==> src/rtl/dual_issue_fetch_buffer.sv <==
// IF/ID instruction buffer for the dual-issue core: a circular FIFO of
// {instr, pc, pred} that presents its two oldest entries to decode.
module dual_issue_fetch_buffer #(
    parameter int DEPTH = 4,
    parameter int IW    = 32,
    parameter int AW    = 32
) (
    input  logic                       clk,
    input  logic                       rst_n,
    input  logic                       fValid1,
    input  logic                       fValid2,
    input  logic [IW-1:0]              fInstr1,
    input  logic [IW-1:0]              fInstr2,
    input  logic [AW-1:0]              fPC1,
    input  logic [AW-1:0]              fPC2,
    input  logic                       fPred1,
    input  logic                       fPred2,
    output logic                       fReady,
    input  logic                       stallD1,
    input  logic                       stallD2,
    input  logic                       flush,
    output logic                       dValid1,
    output logic                       dValid2,
    output logic [IW-1:0]              dInstr1,
    output logic [IW-1:0]              dInstr2,
    output logic [AW-1:0]              dPC1,
    output logic [AW-1:0]              dPC2,
    output logic                       dPred1,
    output logic                       dPred2,
    output logic [$clog2(DEPTH):0]     count
);
    localparam int PW = $clog2(DEPTH);
    localparam int CW = PW + 1;

    logic [IW-1:0] memInstr [DEPTH];
    logic [AW-1:0] memPC    [DEPTH];
    logic          memPred  [DEPTH];

    logic [PW-1:0] head, tail;
    logic [PW-1:0] headNext, tailNext;
    logic          pop1, pop2, push1, push2;
    logic [1:0]    npop, npush;

    assign headNext = head + PW'(1);
    assign tailNext = tail + PW'(1);

    // Handshake: fetch offers a pair with fValid1 (fValid2 only alongside it);
    // the pair is taken on an edge where fValid1 & fReady. fReady depends only
    // on the registered count, so stalls never reach fetch combinationally.
    assign fReady  = (count <= CW'(DEPTH - 2));
    assign dValid1 = (count != '0);
    assign dValid2 = (count >= CW'(2));

    assign pop1  = dValid1 & ~stallD1;
    assign pop2  = pop1 & dValid2 & ~stallD2;
    assign push1 = fReady & fValid1;
    assign push2 = push1 & fValid2;
    assign npop  = {1'b0, pop1} + {1'b0, pop2};
    assign npush = {1'b0, push1} + {1'b0, push2};

    // Invalid slots present a NOP with zero PC/prediction.
    assign dInstr1 = dValid1 ? memInstr[head]     : '0;
    assign dPC1    = dValid1 ? memPC[head]        : '0;
    assign dPred1  = dValid1 ? memPred[head]      : 1'b0;
    assign dInstr2 = dValid2 ? memInstr[headNext] : '0;
    assign dPC2    = dValid2 ? memPC[headNext]    : '0;
    assign dPred2  = dValid2 ? memPred[headNext]  : 1'b0;

    always_ff @(posedge clk or negedge rst_n) begin
        if (!rst_n) begin
            head  <= '0;
            tail  <= '0;
            count <= '0;
        end else if (flush) begin
            head  <= '0;
            tail  <= '0;
            count <= '0;
        end else begin
            head  <= head + PW'(npop);
            tail  <= tail + PW'(npush);
            count <= count + CW'(npush) - CW'(npop);
        end
    end

    // Storage carries no reset; validity is tracked entirely by count.
    always_ff @(posedge clk) begin
        if (push1 && !flush) begin
            memInstr[tail] <= fInstr1;
            memPC[tail]    <= fPC1;
            memPred[tail]  <= fPred1;
        end
        if (push2 && !flush) begin
            memInstr[tailNext] <= fInstr2;
            memPC[tailNext]    <= fPC2;
            memPred[tailNext]  <= fPred2;
        end
    end
endmodule
==> config.mk <==
export PLATFORM = sky130hd
export DESIGN_NAME = dual_issue_fetch_buffer
export DESIGN_NICKNAME = d
export VERILOG_FILES = /design/src/rtl/dual_issue_fetch_buffer.sv
export SDC_FILE = /design/constraint.sdc
export NUM_CORES = 1
export LEC_CHECK = 0
export ABC_AREA = 1
export CAP_MARGIN = 20
export CORE_UTILIZATION = 50
export CTS_BUF_LIST = sky130_fd_sc_hd__clkbuf_4 sky130_fd_sc_hd__clkbuf_8
export CTS_CLUSTER_DIAMETER = 50
export DETAILED_ROUTE_END_ITERATION = 7
export PLACE_DENSITY = 0.78
export SLEW_MARGIN = 20
export SYNTH_ARGS = -nofsm -noshare
export SYNTH_HDL_FRONTEND = slang
export SYNTH_SLANG_ARGS = --single-unit
==> constraint.sdc <==
create_clock -name clk -period 4.4 [get_ports clk]
set_input_delay 0.44 -clock clk [delete_from_list [all_inputs] [get_ports clk]]
set_output_delay 0.44 -clock clk [all_outputs]
set_load 0.05 [all_outputs]
==> results.cfg <==
[run_status]
status = finished clean

[final_layout]
final_layout_size_suffix_gt1_share_pct = 7.08
final_cell_area_mm2 = 0.0212
n_fill_cell = 2943
final_util_pct = 61.4
finalNonFillerCells = 2817
area_growth_pct = 21.1
nets = 2468

[routing]
route.detailed.drc = 0
first_iter_violations = 2255
drtAntennaViolNets = 0
routedWlPerCell_um = 22.1
drt_first_pass_iters = 6
vias = 17700
via_per_inst = 6.29
routed_wl_mm = 62.2

[clocking]
cts_setup_buffers = 0
clockBufferDepth = 3
cts.sinks = 267
cts.htree.levels = 2
holdBufCountCts = 0
cts_resized = 0
cts_root_buffer = clkbuf_8
cts_tree = done
numCtsBuffers = 44
insertion_delay_ps = 560
clk_pin_slew_ps = 70

[global_routing]
grt-ovfl-total = 0
grt_pass1_wl_mm = 94.0
antenna_found_initial = 5
grt_max_degree = 151
grt_pass1_vias = 16800
track_usage_pct = 33.9

[synth]
avgSynthCellArea_um2 = 8.09
synth_nets = 2311
synthCells = 2167
yosys_warnings = 0
syn_area_mm2 = 0.0175
ys_ff_latch = 267
ys_types = 26
seq_area_frac_synth_pct = 45.5

[placed_design]
placed_area_mm2 = 0.0203
routabilityCongestion = 0.897
dp.cells = 2732
dp_hpwl_mm = 36.1
io_buffers = 272

[floorplan]
pin_count = 273
rows = 68
coreArea_mm2 = 0.0345
die_w_um = 189
die_h_um = 189
die-area_mm2 = 0.0358
start_util_pct = 50.8

[worst_setup_path]
critPathLaunchType = flop
critPathMaxFanout = 36
worstPathArrival_ps = 3610
cp_cell_sequence = nor2_4 > buf_4 > a22oi_1 > a21oi_1 > clkdlybuf4s50_1
path_buf_inv = 2
critPathRequiredTime_ps = 3960
crit_type = reg -> out
cp_top_family = buffers and inverters
max_stage_delay_ps = 880
cp_slowest_cell = nor2_4
cp-end-kind = primary output

[timing]
fin_crit_ps = 4050
finalClockSkew_ps = 21.4
fmax_mhz = 247
slew_headroom_pct = 28.2
rsz0062_at_grt = false
tns_ps = 0
hold_viol = 0
slew_viol_final = 0
hold_ws_ps = 176
finalCritPeriodShare_pct = 92.0
setup_viol = 0
max_slew.worst_pin.slew_ps = 1070

[pwr]
powerDensity_mw_per_mm2 = 670
ir_drop_mv = 0.640
leakage_nw = 7.96

[worst_hold_path]
hold_path_class = in -> async

[job]
maxCapViolations = 0
==> power by group <==
group          leakage [nW]  internal [W]  switching (W)  total (W)
combinational          5.04       0.00244        0.00635    0.00880
sequential             2.45       0.00305       0.000165    0.00322
clock                 0.466       0.00120        0.00102    0.00221
total                  7.96       0.00669        0.00754     0.0142
==> area by class of cell <==
type	instances	area [µm²]	share of cell area (%)
Inverter	153	574	2.71
Clock buffer	59	731	3.44
Multi-Input combinational cell	1540	8140	38.4
Antenna cell	4	10.0	0.0472
Timing Repair Buffer	318	3060	14.4
Sequential cell	267	7990	37.6
Clock inverter	21	144	0.678
Tap cell	455	569	2.68
==> metal layers <==
layer	wire [µm]	share of wire (%)	track usage (%)
met5	9	0.014	0
met3	7900	13	7.47
met4	3330	5.4	19.4
met2	28700	46	54.2
met1	22200	36	42.5
==> metrics by stage <==
step                total power (W)  worst slack [ps]
floorplan                   0.00900             -1040
global route                 0.0147               269
global placement             0.0118              1010
detailed placement           0.0119               987
finish                       0.0142               353
CTS                          0.0141               376
==> sequential cells by signal, summed over array words and instances (netlist names) <==
name	cells
memInstr	128
memPred	4
memPC	128
count	3
tail	2
head	2
==> worst paths after layout <==
kind                           from              end  slack [ps]  depth (start not counted)
max in group asynchronous     rst_n          head[0]        3890                          1
setup reg to reg           count[0]  memInstr[3][15]        1650                          4
hold reg to reg             tail[0]          tail[0]         840                          3
setup / recovery            head[1]      dInstr2[26]         350                          5
hold / removal                rst_n         count[0]         180                          1
min in group clk            fValid2          tail[1]         360                          5
==> synth_stat cells <==
master,count,area share [%]
inv_1,153,3.3
dfrtp_1,7,1.0
nor2_2,1,0.036
nor2_1,147,3.1
fa_1,2,0.23
buf_1,29,0.62
o21ai_0,132,3.8
a21oi_4,1,0.093
nand2_1,458,9.8
nand4_1,2,0.071
nand3_1,261,7.5
o21ai_1,1,0.029
nor3_1,1,0.029
a22oi_1,65,2.8
buf_4,21,0.90
nand3_2,1,0.057
a21oi_1,132,3.8
edfxtp_1,260,45
buf_2,70,2.0
ha_1,5,0.36
clkbuf_1,87,1.9
xor2_1,2,0.10
o21bai_1,260,11
o22ai_1,3,0.11
o211ai_1,63,2.7
xnor2_1,3,0.15
==> worst reg2reg max path, stage by stage (launching register included) <==
cell and delay [ps]:
dfrtp_1 500, a21oi_4 330, nand4_1 510, o21ai_4 310
buf_4 690
==> placed cells by master (no fill, tap or decap), types with 3 or more instances in the layout <==
cell / netlist / routed
a21oi_1: 132 / 132
a22oi_1: 65 / 65
buf_12: 0 / 5
buf_4: 21 / 67
clkbuf_4: 0 / 13
clkbuf_8: 0 / 46
clkdlybuf4s50_1: 0 / 243
clkinv_1: 0 / 12
clkinv_2: 0 / 6
dfrtp_1: 7 / 5
diode_2: 0 / 4
edfxtp_1: 260 / 260
ha_1: 5 / 5
inv_1: 153 / 145
inv_2: 0 / 8
nand2_1: 458 / 458
nand3_1: 261 / 261
nor2_1: 147 / 140
nor2_4: 0 / 8
o211ai_1: 63 / 63
o21ai_0: 132 / 132
o21bai_1: 260 / 260
o22ai_4: 0 / 3
xnor2_1: 3 / 3
==> cell families (layout without fill, tap and decap cells) <==
logic type / Yosys count / count (layout) / synth area share (%)
simple gates: 871 / 871 / 20.6
compound gates: 657 / 657 / 24.4
other cells: 0 / 4 / 0
xor+xnor: 5 / 5 / 0.250
flops: 267 / 267 / 45.5
buf+inv: 360 / 551 / 8.66
fa+ha+maj: 7 / 7 / 0.585
(Power assumes the default switching activity.)
